`src/rtl/shift_sequencer_if.sv`:
```
// Command and shift-register control bundle for shift_sequencer.
// The master side issues commands and returns the register output;
// the slave side is the sequencer driving the register controls.
interface shift_sequencer_if #(
   parameter int WIDTH = 16,
   parameter int AMT_W = 4
);
   logic             cmd_valid;
   logic             cmd_ready;
   logic [2:0]       cmd_op;
   logic             cmd_ld;
   logic [AMT_W-1:0] cmd_amt;
   logic [WIDTH-1:0] cmd_data;
   logic             fill_bit;
   logic [WIDTH-1:0] r_in;
   logic [1:0]       sr_select;
   logic [WIDTH-1:0] sr_a;
   logic             sr_i_left;
   logic             sr_i_right;
   logic             busy;
   logic             done;
   logic             err;

   modport master (
      output cmd_valid, cmd_op, cmd_ld, cmd_amt, cmd_data, fill_bit, r_in,
      input  cmd_ready, sr_select, sr_a, sr_i_left, sr_i_right, busy, done, err
   );

   modport slave (
      input  cmd_valid, cmd_op, cmd_ld, cmd_amt, cmd_data, fill_bit, r_in,
      output cmd_ready, sr_select, sr_a, sr_i_left, sr_i_right, busy, done, err
   );
endinterface

```
`src/rtl/shift_sequencer.sv`:
```
// Command-driven sequencer for a 16-bit universal shift register.
// Takes one command at a time, optionally loads the register, then walks
// it through N single-bit shift/rotate steps and pulses done.
module shift_sequencer #(
   parameter int WIDTH = 16,
   parameter int AMT_W = 4
) (
   input logic              clk,
   input logic              rst,
   shift_sequencer_if.slave bus
);

   typedef enum logic [1:0] {IDLE, LOAD, SHIFT, DONE} state_t;

   localparam logic [2:0] OP_NOP = 3'b000;
   localparam logic [2:0] OP_SHL = 3'b010;
   localparam logic [2:0] OP_SHR = 3'b011;
   localparam logic [2:0] OP_ROL = 3'b100;
   localparam logic [2:0] OP_ROR = 3'b101;
   localparam logic [2:0] OP_ASR = 3'b110;

   localparam logic [1:0] SEL_HOLD  = 2'b00;
   localparam logic [1:0] SEL_LOAD  = 2'b01;
   localparam logic [1:0] SEL_LEFT  = 2'b10;
   localparam logic [1:0] SEL_RIGHT = 2'b11;

   state_t           state;
   logic [2:0]       op_q;
   logic [AMT_W-1:0] amt_q;
   logic [WIDTH-1:0] data_q;
   logic             fill_q;
   logic [AMT_W-1:0] cnt;
   logic [1:0]       sel_q;
   logic             ready_q;
   logic             busy_q;
   logic             done_q;
   logic             err_q;
   logic             i_left;
   logic             i_right;

   function automatic logic op_legal(input logic [2:0] op);
      return (op != 3'b001) && (op != 3'b111);
   endfunction

   // Left-moving ops use select 10, everything else that shifts uses 11.
   function automatic logic [1:0] shift_sel(input logic [2:0] op);
      return ((op == OP_SHL) || (op == OP_ROL)) ? SEL_LEFT : SEL_RIGHT;
   endfunction

   function automatic logic will_shift(input logic [2:0] op, input logic [AMT_W-1:0] amt);
      return (amt != '0) && (op != OP_NOP);
   endfunction

   // Sequencer FSM: captures a command, steps LOAD/SHIFT and emits registered controls.
   always_ff @(posedge clk or posedge rst) begin
      if (rst) begin
         state   <= IDLE;
         op_q    <= '0;
         amt_q   <= '0;
         data_q  <= '0;
         fill_q  <= 1'b0;
         cnt     <= '0;
         sel_q   <= SEL_HOLD;
         ready_q <= 1'b1;
         busy_q  <= 1'b0;
         done_q  <= 1'b0;
         err_q   <= 1'b0;
      end else begin
         case (state)
            IDLE: begin
               done_q <= 1'b0;
               err_q  <= 1'b0;
               if (bus.cmd_valid) begin
                  op_q    <= bus.cmd_op;
                  amt_q   <= bus.cmd_amt;
                  data_q  <= bus.cmd_data;
                  fill_q  <= bus.fill_bit;
                  ready_q <= 1'b0;
                  busy_q  <= 1'b1;
                  if (!op_legal(bus.cmd_op)) begin
                     state  <= DONE;
                     sel_q  <= SEL_HOLD;
                     done_q <= 1'b1;
                     err_q  <= 1'b1;
                  end else if (bus.cmd_ld) begin
                     state <= LOAD;
                     sel_q <= SEL_LOAD;
                  end else if (will_shift(bus.cmd_op, bus.cmd_amt)) begin
                     state <= SHIFT;
                     sel_q <= shift_sel(bus.cmd_op);
                     cnt   <= bus.cmd_amt;
                  end else begin
                     state  <= DONE;
                     sel_q  <= SEL_HOLD;
                     done_q <= 1'b1;
                  end
               end
            end
            LOAD: begin
               if (will_shift(op_q, amt_q)) begin
                  state <= SHIFT;
                  sel_q <= shift_sel(op_q);
                  cnt   <= amt_q;
               end else begin
                  state  <= DONE;
                  sel_q  <= SEL_HOLD;
                  done_q <= 1'b1;
               end
            end
            SHIFT: begin
               if (cnt == AMT_W'(1)) begin
                  state  <= DONE;
                  sel_q  <= SEL_HOLD;
                  done_q <= 1'b1;
               end else begin
                  cnt <= cnt - AMT_W'(1);
               end
            end
            DONE: begin
               state   <= IDLE;
               done_q  <= 1'b0;
               err_q   <= 1'b0;
               busy_q  <= 1'b0;
               ready_q <= 1'b1;
            end
            default: begin
               state   <= IDLE;
               sel_q   <= SEL_HOLD;
               ready_q <= 1'b1;
               busy_q  <= 1'b0;
               done_q  <= 1'b0;
               err_q   <= 1'b0;
            end
         endcase
      end
   end

   // Serial fill bits follow the live register value so rotates and ASR see the current bits.
   always_comb begin
      i_left  = 1'b0;
      i_right = 1'b0;
      if (state == SHIFT) begin
         case (op_q)
            OP_SHL:  i_right = fill_q;
            OP_ROL:  i_right = bus.r_in[WIDTH-1];
            OP_SHR:  i_left  = fill_q;
            OP_ROR:  i_left  = bus.r_in[0];
            OP_ASR:  i_left  = bus.r_in[WIDTH-1];
            default: ;
         endcase
      end
   end

   assign bus.cmd_ready  = ready_q;
   assign bus.sr_select  = sel_q;
   assign bus.sr_a       = data_q;
   assign bus.sr_i_left  = i_left;
   assign bus.sr_i_right = i_right;
   assign bus.busy       = busy_q;
   assign bus.done       = done_q;
   assign bus.err        = err_q;

endmodule

```
`src/flat_wrapper.sv`:
```
// flat-port wrapper written by rule: the top's interface ports become plain ports
module shift_sequencer_flat 
#(
   parameter int WIDTH = 16,
   parameter int AMT_W = 4
)
  (clk, rst, bus_cmd_valid, bus_cmd_op, bus_cmd_ld, bus_cmd_amt, bus_cmd_data, bus_fill_bit, bus_r_in, bus_cmd_ready, bus_sr_select, bus_sr_a, bus_sr_i_left, bus_sr_i_right, bus_busy, bus_done, bus_err);
  shift_sequencer_if #(.WIDTH(WIDTH), .AMT_W(AMT_W)) bus_i ();
  input logic clk;
  input logic rst;
  input wire logic [$bits(bus_i.cmd_valid)-1:0] bus_cmd_valid;
  input wire logic [$bits(bus_i.cmd_op)-1:0] bus_cmd_op;
  input wire logic [$bits(bus_i.cmd_ld)-1:0] bus_cmd_ld;
  input wire logic [$bits(bus_i.cmd_amt)-1:0] bus_cmd_amt;
  input wire logic [$bits(bus_i.cmd_data)-1:0] bus_cmd_data;
  input wire logic [$bits(bus_i.fill_bit)-1:0] bus_fill_bit;
  input wire logic [$bits(bus_i.r_in)-1:0] bus_r_in;
  output wire logic [$bits(bus_i.cmd_ready)-1:0] bus_cmd_ready;
  output wire logic [$bits(bus_i.sr_select)-1:0] bus_sr_select;
  output wire logic [$bits(bus_i.sr_a)-1:0] bus_sr_a;
  output wire logic [$bits(bus_i.sr_i_left)-1:0] bus_sr_i_left;
  output wire logic [$bits(bus_i.sr_i_right)-1:0] bus_sr_i_right;
  output wire logic [$bits(bus_i.busy)-1:0] bus_busy;
  output wire logic [$bits(bus_i.done)-1:0] bus_done;
  output wire logic [$bits(bus_i.err)-1:0] bus_err;
  assign bus_i.cmd_valid = bus_cmd_valid;
  assign bus_i.cmd_op = bus_cmd_op;
  assign bus_i.cmd_ld = bus_cmd_ld;
  assign bus_i.cmd_amt = bus_cmd_amt;
  assign bus_i.cmd_data = bus_cmd_data;
  assign bus_i.fill_bit = bus_fill_bit;
  assign bus_i.r_in = bus_r_in;
  assign bus_cmd_ready = bus_i.cmd_ready;
  assign bus_sr_select = bus_i.sr_select;
  assign bus_sr_a = bus_i.sr_a;
  assign bus_sr_i_left = bus_i.sr_i_left;
  assign bus_sr_i_right = bus_i.sr_i_right;
  assign bus_busy = bus_i.busy;
  assign bus_done = bus_i.done;
  assign bus_err = bus_i.err;
  shift_sequencer #(.WIDTH(WIDTH), .AMT_W(AMT_W)) u_core (.clk(clk), .rst(rst), .bus(bus_i));
endmodule
```
`config.mk`:
```
export PLATFORM = sky130hd
export DESIGN_NAME = shift_sequencer_flat
export DESIGN_NICKNAME = d
export VERILOG_FILES = /design/src/rtl/shift_sequencer_if.sv /design/src/rtl/shift_sequencer.sv /design/src/flat_wrapper.sv
export SDC_FILE = /design/constraint.sdc
export NUM_CORES = 1
export LEC_CHECK = 0
export CAP_MARGIN = 20
export CELL_PAD_IN_SITES_DETAIL_PLACEMENT = 0
export CELL_PAD_IN_SITES_GLOBAL_PLACEMENT = 1
export CORE_MARGIN = 5
export CORE_UTILIZATION = 37
export DETAILED_ROUTE_END_ITERATION = 10
export GPL_TIMING_DRIVEN = 0
export PLACE_DENSITY_LB_ADDON = 0.2
export SYNTH_ARGS = -nofsm -noshare
export SYNTH_HDL_FRONTEND = slang
export SYNTH_SLANG_ARGS = --single-unit
```
`constraint.sdc`:
```
create_clock -name clk -period 4.5 [get_ports clk]
set_clock_uncertainty 0.1 [all_clocks]
set_input_delay 0.9 -clock clk [delete_from_list [all_inputs] [get_ports clk]]
set_output_delay 0.9 -clock clk [all_outputs]
set_load 0.02 [all_outputs]
```
==> run_results.csv <==
group,metric,value,unit
outcome,status,"completed",
global_route,met1_usage,17.5,%
finish,fin_util,52.0,%
global_route,grt_max_degree,25,
power_and_ir_drop,swShare,39.6,%
global_route,grt_util_met3,5.86,%
job,drv_cap,0,
timing,rsz0062_at_grt,"no",
logic_synthesis,async_reset_ff_share,100,%
route,drc,0,
cts,cts_root_buffer,"clkbuf_8",
floorplan,coreArea,0.00511,sq mm
global_route,antenna_found_initial,0,
route,dr.pass1.iters,4,
finish,syn_to_final_growth,37.2,%
logic_synthesis,yosys-top-cells-count,"dfrtp_1 (35), mux2_2 (23), nor2_1 (15)",
route,wirelength,4440,um
floorplan,fp-row-count,26,
power_and_ir_drop,ir_worst_vdd,325,uV
floorplan,start_util,37.9,%
logic_synthesis,yosysTopAreaCell,"dfrtp_1",
timing,slew_headroom,62.1,%
cts,cts_resized,0,
logic_synthesis,synth-seq-cells,36,
logic_synthesis,avgSynthCellArea,12.2,sq um
logic_synthesis,ys.flop_type,"dfrtp_1",
cts,clk_path_buf_depth,2,
cts,cts_made_buffers,5,
logic_synthesis,synth_fp_nets,210,
placed_design,dp_hpwl,3440,um
critical_path,crit_required,3.50,ns
placed_design,place.port_buffers,53,
cts,clock_latency,0.28,ns
timing,fin_tns_setup,0,ns
timing,worst_slew_pin_slew,0.568,ns
global_route,gr-usage-met2,23.5,%
cts,clk_pin_slew_worst_paths,0.07,ns
cts,htreeDepth,2,
floorplan,die_area,0.00677,sq mm
route,detail-route-antenna-nets,0,
power_and_ir_drop,p_int,1.19,mW
route,wl_per_cell,15.3,um
timing,drv_slew,0,
power_and_ir_drop,powerDensity,743,mW/mm^2
timing,hold_viol,0,
power_and_ir_drop,switching_power,780,uW
finish,fillers,476,
global_route,grt_overflow_total,0,
critical_path,crit_type,"primary input to output port",
placed_design,place.gp.congestion,0.727,
global_route,grt_pass1_wl,7450,um
finish,nets,271,
timing,whs,0.405,ns
floorplan,die_h,82.3,um
power_and_ir_drop,seq_power_share,32.0,%
power_and_ir_drop,p_leak,1.13,nW
route,post_drt_via_cell_ratio,4.86,
finish,multiInputGateArea,962,sq um
logic_synthesis,synth-edff-count,0,
finish,instances_no_fill,291,
critical_path,worst-path-max-fanout,2,
global_route,busiest_layer,"met2",
critical_path,cp-start-kind,"primary input",
logic_synthesis,synth_top_area_share,45.3,%
global_route,grt_use_total,14.6,%
timing,layout_min_cycle_time,3.41,ns
cts,hold_buffers,0,
cts,cts_tree,"built",
finish,final_layout_size_suffix_gt1_share,23.5,%
power_and_ir_drop,pwr-share-comb,56.8,%
min_path,hold_path_class,"flip-flop to flip-flop",
route,vias,1415,
floorplan,die_w,82.3,um
logic_synthesis,syn_inst,159,
cts,cts_num_sinks,36,
timing,finalCritPeriodShare,75.8,%
logic_synthesis,synth_cell_type_count,40,
floorplan,pin_count,68,
timing,setup_violations,0,
logic_synthesis,synth_most_common_cell,"dfrtp_1",
finish,insertedDiodeCount,0,
placed_design,place_inst,283,
power_and_ir_drop,p_clk_share,11.2,%
timing,fmax,0.293,GHz
global_route,grt_pass1_vias,1526,
logic_synthesis,yosysWarnings,0,
logic_synthesis,synth_area_leaders,"dfrtp_1 (45%), mux2_2 (13%), ha_1 (4.5%)",
critical_path,worst_ep_arrival_time,2.41,ns
logic_synthesis,synth_area,0.00193,sq mm
cts,cts_setup_buffers,0,
logic_synthesis,ys_seq_area_share,46.6,%
finish,seq_area,902,sq um
route,drtIter0Drc,60,
critical_path,cp-end-kind,"output port",
## stage by stage
step	total power [mW]	cell area [sq um]	worst slack, ns
floorplan	1.38	1930	1.94
global placement	1.72	2550	1.09
detailed placement	1.76	2570	1.12
CTS	1.99	2650	1.10
global route	2.12	2650	1.05
finish	1.97	2650	1.09
## critical path: stages
cell and delay (ns):
clkdlybuf4s50_1 0.50, a21oi_1 0.08, a311oi_1 0.27, clkdlybuf4s50_1 0.66
## metal layers
layer	part of all wire, %	vias up
met2	49	36
met1	43	682
met4	1.6	0
li1	-	690
met3	6.1	7
met5	0	-
## worst paths after layout
path | depth (start not counted) | slack [ns] | to | start
min | 1 | 0.40 | u_core.bus.sr_a[12] | u_core.bus.sr_a[12]
max in group asynchronous | 3 | 2.83 | u_core.bus.cmd_ready | rst
min in group asynchronous | 2 | 0.87 | u_core.bus.sr_a[0] | rst
min reg2reg | 1 | 0.40 | u_core.bus.sr_a[12] | u_core.bus.sr_a[12]
max reg2reg | 5 | 2.51 | u_core.bus.sr_a[1] | u_core.state[0]
max | 4 | 1.09 | bus_sr_i_left | bus_r_in[15]
## layout by cell type (no fill, tap or decap), types with 3 or more instances in the layout
cell / Yosys / final
o21ai_0: 7 / 7
nor4_4: 3 / 3
clkbuf_8: 0 / 5
a21oi_1: 5 / 5
a221oi_1: 3 / 3
nor2_1: 15 / 15
nand2_1: 6 / 6
mux2_2: 23 / 23
ha_1: 7 / 7
clkdlybuf4s50_1: 0 / 53
inv_1: 12 / 12
mux2_4: 5 / 5
buf_2: 3 / 3
dfrtp_1: 35 / 35
mux2i_1: 3 / 3
## power by group through the flow
stage | combinational, mW | sequential (mW) | clock (mW)
3_5_place_dp | 1.13 | 0.634 | 0
6_report | 1.12 | 0.631 | 0.221
4_1_cts | 1.13 | 0.630 | 0.230
3_3_place_gp | 1.10 | 0.622 | 0
5_1_grt | 1.22 | 0.652 | 0.248
2_1_floorplan | 0.646 | 0.730 | 0
## registers in the layout, summed over array words and instances, names as in the netlist
signal                count
u_core.bus.sr_a          16
u_core.amt_q              4
u_core.bus.err            1
u_core.state              2
u_core.op_q               3
u_core.bus.busy           1
u_core.fill_q             1
u_core.bus.done           1
u_core.cnt                4
u_core.bus.cmd_ready      1
u_core.bus.sr_select      2
## kinds of logic (layout without fill, tap and decap cells)
| logic type | Yosys count | count (layout) | share of synthesized area (%) |
|---|---|---|---|
| DFF | 36 | 36 | 46.6 |
| xor gates and xnor gates | 2 | 2 | 0.906 |
| AOI/OAI and AO/OA | 29 | 29 | 11.9 |
| muxes | 33 | 33 | 20.0 |
| and+or+nand+nor | 36 | 36 | 12.4 |
| buffers and inverters | 16 | 78 | 3.62 |
| adders and majority gates | 7 | 7 | 4.53 |
## area by class of cell
| type | count | share of cell area, % |
|---|---|---|
| flip-flops and latches | 36 | 34.0 |
| repair buffers | 54 | 20.7 |
| clock buffers | 7 | 2.88 |
| clock inverters | 1 | 0.189 |
| plain buffers | 4 | 0.943 |
| well taps | 70 | 3.30 |
| inverters | 12 | 1.70 |
| multi-input cells | 107 | 36.3 |
Note: power is estimated with default switching activity, not from simulation.
